$ cat src/rtl/footsies_pkg.sv
// Shared types for the fighting-game hit logic: box coordinates, the box
// descriptor and the hit resolver state encoding.
package footsies_pkg;

   localparam int COORD_W            = 10;
   localparam int HITSTOP_FRAMES_DEF = 8;

   typedef logic [COORD_W-1:0] coord_t;

   typedef struct packed {
      coord_t x1;
      coord_t x2;
      coord_t y1;
      coord_t y2;
   } box_t;

   typedef enum logic [0:0] {
      IDLE    = 1'b0,
      HITSTOP = 1'b1
   } res_state_t;

endpackage

$ cat src/rtl/box_overlap.sv
// Strict rectangle overlap test: boxes whose edges only touch do not overlap.
module box_overlap
   import footsies_pkg::*;
(
   input  box_t a,
   input  box_t b,
   output logic hit
);

   assign hit = (a.x1 < b.x2) && (b.x1 < a.x2) &&
                (a.y1 < b.y2) && (b.y1 < a.y2);

endmodule

$ cat src/rtl/hit_resolver.sv
// Per-frame hit resolution with one-hit-per-window latches, hitstop freeze and
// saturating scores. Define HIT_CLASH_EN to turn same-frame mutual hits into a clash.
module hit_resolver
   import footsies_pkg::*;
#(
   parameter int HITSTOP_FRAMES = HITSTOP_FRAMES_DEF,
   parameter int SCORE_W        = 4
) (
   input  logic               clk,
   input  logic               rst,
   input  logic               frame_tick,
   input  logic [COORD_W-1:0] p1_hitbox_x1,
   input  logic [COORD_W-1:0] p1_hitbox_x2,
   input  logic [COORD_W-1:0] p1_hitbox_y1,
   input  logic [COORD_W-1:0] p1_hitbox_y2,
   input  logic [COORD_W-1:0] p1_hurtbox_x1,
   input  logic [COORD_W-1:0] p1_hurtbox_x2,
   input  logic [COORD_W-1:0] p1_hurtbox_y1,
   input  logic [COORD_W-1:0] p1_hurtbox_y2,
   input  logic               p1_hitbox_active,
   input  logic               p1_hurtbox_active,
   input  logic [COORD_W-1:0] p2_hitbox_x1,
   input  logic [COORD_W-1:0] p2_hitbox_x2,
   input  logic [COORD_W-1:0] p2_hitbox_y1,
   input  logic [COORD_W-1:0] p2_hitbox_y2,
   input  logic [COORD_W-1:0] p2_hurtbox_x1,
   input  logic [COORD_W-1:0] p2_hurtbox_x2,
   input  logic [COORD_W-1:0] p2_hurtbox_y1,
   input  logic [COORD_W-1:0] p2_hurtbox_y2,
   input  logic               p2_hitbox_active,
   input  logic               p2_hurtbox_active,
   output logic               p1_hit,
   output logic               p2_hit,
   output logic               clash,
   output logic               freeze,
   output logic [SCORE_W-1:0] p1_score,
   output logic [SCORE_W-1:0] p2_score
);

   localparam int CNT_W = (HITSTOP_FRAMES < 2) ? 1 : $clog2(HITSTOP_FRAMES + 1);
   localparam logic [SCORE_W-1:0] SCORE_MAX = {SCORE_W{1'b1}};

   box_t p1_hit_box, p1_hurt_box, p2_hit_box, p2_hurt_box;
   logic ovl_1on2, ovl_2on1;
   logic ev1, ev2;

   res_state_t         state, state_n;
   logic [CNT_W-1:0]   cnt, cnt_n;
   logic               c1, c2, c1_n, c2_n;
   logic               p1_hit_n, p2_hit_n;
   logic [SCORE_W-1:0] s1_n, s2_n;

   assign p1_hit_box  = '{p1_hitbox_x1,  p1_hitbox_x2,  p1_hitbox_y1,  p1_hitbox_y2};
   assign p1_hurt_box = '{p1_hurtbox_x1, p1_hurtbox_x2, p1_hurtbox_y1, p1_hurtbox_y2};
   assign p2_hit_box  = '{p2_hitbox_x1,  p2_hitbox_x2,  p2_hitbox_y1,  p2_hitbox_y2};
   assign p2_hurt_box = '{p2_hurtbox_x1, p2_hurtbox_x2, p2_hurtbox_y1, p2_hurtbox_y2};

   box_overlap u_ovl_1on2 (.a(p1_hit_box), .b(p2_hurt_box), .hit(ovl_1on2));
   box_overlap u_ovl_2on1 (.a(p2_hit_box), .b(p1_hurt_box), .hit(ovl_2on1));

   // A raw hit only counts while the attacker's window is still unconsumed.
   assign ev1 = p1_hitbox_active && p2_hurtbox_active && ovl_1on2 && !c1;
   assign ev2 = p2_hitbox_active && p1_hurtbox_active && ovl_2on1 && !c2;

`ifdef HIT_CLASH_EN
   logic clash_n;
`endif

   always_comb begin
      state_n  = state;
      cnt_n    = cnt;
      c1_n     = c1;
      c2_n     = c2;
      p1_hit_n = 1'b0;
      p2_hit_n = 1'b0;
      s1_n     = p1_score;
      s2_n     = p2_score;
`ifdef HIT_CLASH_EN
      clash_n  = 1'b0;
`endif
      if (frame_tick) begin
         case (state)
            IDLE: begin
               if (!p1_hitbox_active) c1_n = 1'b0;
               if (!p2_hitbox_active) c2_n = 1'b0;
               if (ev1) c1_n = 1'b1;
               if (ev2) c2_n = 1'b1;
`ifdef HIT_CLASH_EN
               if (ev1 && ev2) begin
                  clash_n = 1'b1;
               end else begin
                  p1_hit_n = ev1;
                  p2_hit_n = ev2;
               end
`else
               p1_hit_n = ev1;
               p2_hit_n = ev2;
`endif
               if (p1_hit_n && (p1_score != SCORE_MAX)) s1_n = p1_score + SCORE_W'(1);
               if (p2_hit_n && (p2_score != SCORE_MAX)) s2_n = p2_score + SCORE_W'(1);
               if ((ev1 || ev2) && (HITSTOP_FRAMES > 0)) begin
                  state_n = HITSTOP;
                  cnt_n   = CNT_W'(HITSTOP_FRAMES);
               end
            end
            HITSTOP: begin
               if (cnt == CNT_W'(1)) begin
                  state_n = IDLE;
                  cnt_n   = '0;
               end else begin
                  cnt_n = cnt - CNT_W'(1);
               end
            end
            default: begin
               state_n = IDLE;
               cnt_n   = '0;
            end
         endcase
      end
   end

   always_ff @(posedge clk) begin
      if (rst) begin
         state    <= IDLE;
         cnt      <= '0;
         c1       <= 1'b0;
         c2       <= 1'b0;
         p1_hit   <= 1'b0;
         p2_hit   <= 1'b0;
         p1_score <= '0;
         p2_score <= '0;
      end else begin
         state    <= state_n;
         cnt      <= cnt_n;
         c1       <= c1_n;
         c2       <= c2_n;
         p1_hit   <= p1_hit_n;
         p2_hit   <= p2_hit_n;
         p1_score <= s1_n;
         p2_score <= s2_n;
      end
   end

`ifdef HIT_CLASH_EN
   always_ff @(posedge clk) begin
      if (rst) clash <= 1'b0;
      else     clash <= clash_n;
   end
`else
   assign clash = 1'b0;
`endif

   // The state register doubles as the registered freeze output.
   assign freeze = (state == HITSTOP);

endmodule

$ cat config.mk
export PLATFORM = sky130hd
export DESIGN_NAME = hit_resolver
export DESIGN_NICKNAME = d
export VERILOG_FILES = /design/src/rtl/footsies_pkg.sv /design/src/rtl/box_overlap.sv /design/src/rtl/hit_resolver.sv
export SDC_FILE = /design/constraint.sdc
export NUM_CORES = 1
export LEC_CHECK = 0
export CORE_ASPECT_RATIO = 1.1
export CORE_UTILIZATION = 37
export CTS_BUF_LIST = sky130_fd_sc_hd__clkbuf_8
export DETAILED_ROUTE_END_ITERATION = 16
export GPL_TIMING_DRIVEN = 0
export PLACE_DENSITY = 0.81
export SYNTH_ARGS = -nofsm -noshare
export SYNTH_HDL_FRONTEND = slang
export SYNTH_SLANG_ARGS = --single-unit
$ cat constraint.sdc
create_clock -name clk -period 3.4 [get_ports clk]
set_input_delay 0.68 -clock clk [delete_from_list [all_inputs] [get_ports clk]]
set_output_delay 0.68 -clock clk [all_outputs]
set_load 0.1 [all_outputs]
==> summary.txt <==
Status
  • Status: completed

Power
  • Cell Pwr Density: 170.8 nW/um^2
  • Leak Pwr: 2.200 nW
  • Max IR drop VDD: 0.1565 mV

Logic synthesis
  • Synth Flop Type: dfxtp_1
  • Net count after synthesis: 593
  • Syn avg cell area: 7.607 sq um
  • Post-synthesis sequential area ratio: 12.78%
  • Post-synth EDFFs: 0
  • FF+latch count, synth: 17
  • Post-Syn Area: 2663 sq um
  • Mapped Cells: 350
  • Synth warnings: 0
  • Cell variety after synth: 52
  • Async set-reset flop share out of synthesis: 0%

Placement
  • # port buffers: 176
  • Post-DP HPWL: 7638 um
  • Global placer's final weighted congestion: 0.8681
  • Post-Place Cells: 611

Detailed routing
  • Detailed Route Iter0 Violations: 67
  • Final wirelength: 8443 um
  • Post-DRT Antenna Nets: 0
  • DRT Pass-1 Iters: 5
  • Mean routed wirelength per cell: 13.73 um
  • Via count: 3207
  • Drt drc: 0
  • Avg Vias per Cell: 5.215

Setup path
  • Crit-path max cell delay: 0.45 ns
  • Reg2Reg Depth: 8
  • Crit path cell chain: clkdlybuf4s50_1, inv_1, ha_1, a222oi_1, o21ai_1, a2111o_1, a211oi_1, and3_1, buf_6, nand2_4, mux2_4
  • Reg2Reg Capture Point: p1_score[0]
  • CP Capture Type: register
  • FF-to-FF Start: c1
  • Critical path required time: 3.55 ns
  • Crit path max fanout: 7
  • Startpoint Class: input port
  • Buf/Inv on CP: 3
  • CP top delay family: compound AO/OA/AOI/OAI gates
  • Max stage delay cell, worst path: clkdlybuf4s50_1
  • WS Path Type: input port to register
  • CP Data Arrival Time: 3.26 ns
  • Reg2Reg Setup Slack: 1.27 ns

Floorplanning
  • Chip height: 90.97 um
  • Num ports: 179
  • Core footprint: 7007 sq um
  • Starting density of the core: 38.00%
  • Die area: 7540 sq um
  • FP Rows: 32
  • Die Width: 82.88 um

Clock tree
  • Post-CTS sizing: 0
  • Root Driver: clkbuf_8
  • Clk Latency, worst-skew pair: 0.25 ns
  • CTS Sinks: 17
  • # hold bufs at CTS: 0
  • Clock-pin slew on the worst setup and hold paths: 0.07 ns
  • Setup Fix Bufs, Post-CTS: 0
  • Max H-tree Level: 1
  • TritonCTS clock tree: built
  • Total CTS buffers: 3
  • Max Buffers Root-to-Sink: 2

Timing
  • Setup violators final: 0
  • Hold_ws: 0.4731 ns
  • Tcrit/Tclk final: 91.66%
  • Final Max Slew Viols: 0
  • Fin. Hold Viols: 0
  • Slew @ Worst Pin: 0.9924 ns
  • Worst rel slew slack: 33.63%
  • Fin crit period: 3.116 ns
  • Max Clk Rate: 320.9 MHz
  • RSZ-0062 raised after global routing: false
  • Final setup TNS: 0 ns
  • Clk_skew: 0.002093 ns

Finish
  • Ratio of cells with drive above 1 in the final layout: 3.208%
  • Area Overhead vs Synth: 71.90%
  • Final net count: 774
  • Ant diodes: 0
  • Commonest non-fill, non-tap cell in the layout: clkdlybuf4s50_1
  • Final cell count without fillers: 615
  • Most frequent cells in the layout: clkdlybuf4s50_1 (176), inv_1 (80), ha_1 (76), a21oi_1 (28), nand3_1 (18)

Global routing
  • Initial antenna violation count: 0
  • First-pass GRT wire length: 14050 um
  • Number of global-route vias before repair: 3320
  • GR Overflow Total: 0
  • Overall Global Routing Usage: 22.31%
  • Largest net degree at the start of global routing: 11

Min path
  • Hold Crit Class: register to register
  • Hold worst-path end: c2
  • Hold depth: 2
  • Hold Startpoint: c2

Flow run
  • Max-capacitance violation count: 0
cell families (layout without fill, tap and decap cells):
logic type                 count (synthesis)  in the layout  synth area share (%)
AOI/OAI and AO/OA                         72             72                 17.48
adders and majority gates                 76             76                 35.71
buffers and inverters                     84            264                 12.27
DFF                                       17             17                 12.78
muxes                                      2              2                0.9866
other                                      1              1                0.1408
and+or+nand+nor                           98             98                 20.63
flip-flops by register name (all words and copies together) (netlist names):
signal    cells
p2_score      4
p1_hit        1
p2_hit        1
c1            1
c2            1
freeze        1
p1_score      4
cnt           4
power breakdown:
group / switching [mW] / internal, mW / leakage [nW]
registers: 0.00403 / 0.203 / 0.137
clock network: 0.0703 / 0.0814 / 0.0255
logic: 0.162 / 0.261 / 2.04
Yosys cell counts (all sizes together) (2+ instances only):
master / count / area share, %
a22oi: 2 / 0.56
nor2b: 2 / 0.47
or4: 2 / 0.56
inv: 80 / 11
nor3: 7 / 1.7
mux2: 2 / 0.99
dfxtp: 17 / 13
nand2b: 8 / 1.9
and3: 3 / 0.70
and4: 5 / 1.7
nand3: 18 / 3.4
buf: 2 / 0.70
ha: 76 / 36
a31oi: 3 / 0.70
nor4: 2 / 0.47
o21ai: 10 / 1.9
nand2: 17 / 2.7
clkbuf: 2 / 0.28
and2: 2 / 0.47
nor2: 16 / 2.3
a31o: 2 / 0.66
a21oi: 28 / 5.3
a211oi: 8 / 2.3
nand4: 10 / 2.3
a21o: 5 / 1.4
o2111ai: 2 / 0.66
per-layer routing:
| metal | up-vias | routed length, um | track usage (%) |
|---|---|---|---|
| li1 | 1597 | - | - |
| met1 | 1430 | 3241 | 24.65 |
| met2 | 157 | 4355 | 43.10 |
| met3 | 23 | 605 | 3.909 |
| met4 | 0 | 240 | 6.178 |
| met5 | - | 0 | 0 |
how the worst max path moves through the flow:
stage,from,to,slack [ns],depth (start not counted)
6_report,p1_hitbox_x2[9],p1_score[0],0.28,11
5_1_grt,p1_hitbox_x2[9],p1_score[0],0.16,11
4_1_cts,p1_hitbox_x2[9],p1_score[0],0.28,11
3_5_place_dp,p1_hitbox_x2[9],p1_score[0],0.02,11
3_3_place_gp,p1_hitbox_x2[9],p1_score[0],0.06,11
2_1_floorplan,p1_hitbox_x2[9],p1_score[0],0.76,10
per-stage QoR:
stage | setup slack, ns | instance area, sq um | power [mW] | utilization [%]
floorplan | 0.7629 | 2663 | 0.3873 | -
global placement | 0.05756 | 4531 | 0.6186 | 64.66
detailed placement | 0.01981 | 4531 | 0.6347 | 64.66
CTS | 0.2842 | 4577 | 0.7860 | 65.32
global route | 0.1613 | 4577 | 0.8406 | 65.32
finish | 0.2837 | 4577 | 0.7817 | 65.32
worst register-to-register path, stage by stage (launching register included):
cell,delay (ns)
dfxtp_1,0.32
or4_1,0.54
nor3_2,0.18
o2111ai_1,0.15
nor3_1,0.18
and3_1,0.18
buf_6,0.13
nand2_4,0.06
mux2_4,0.28
area by class of cell:
| cell class | count | area (sq um) |
|---|---|---|
| fill | 615 | 2430 |
| multi-input combinational | 249 | 1996 |
| clock inverter | 1 | 5.005 |
| timing repair buffer | 176 | 1762 |
| tap | 85 | 106.4 |
| inverter | 80 | 300.3 |
| sequential | 17 | 340.3 |
| buffer | 4 | 26.28 |
| clock buffer | 3 | 41.29 |
No activity file was read; power rests on OpenSTA's default activity.
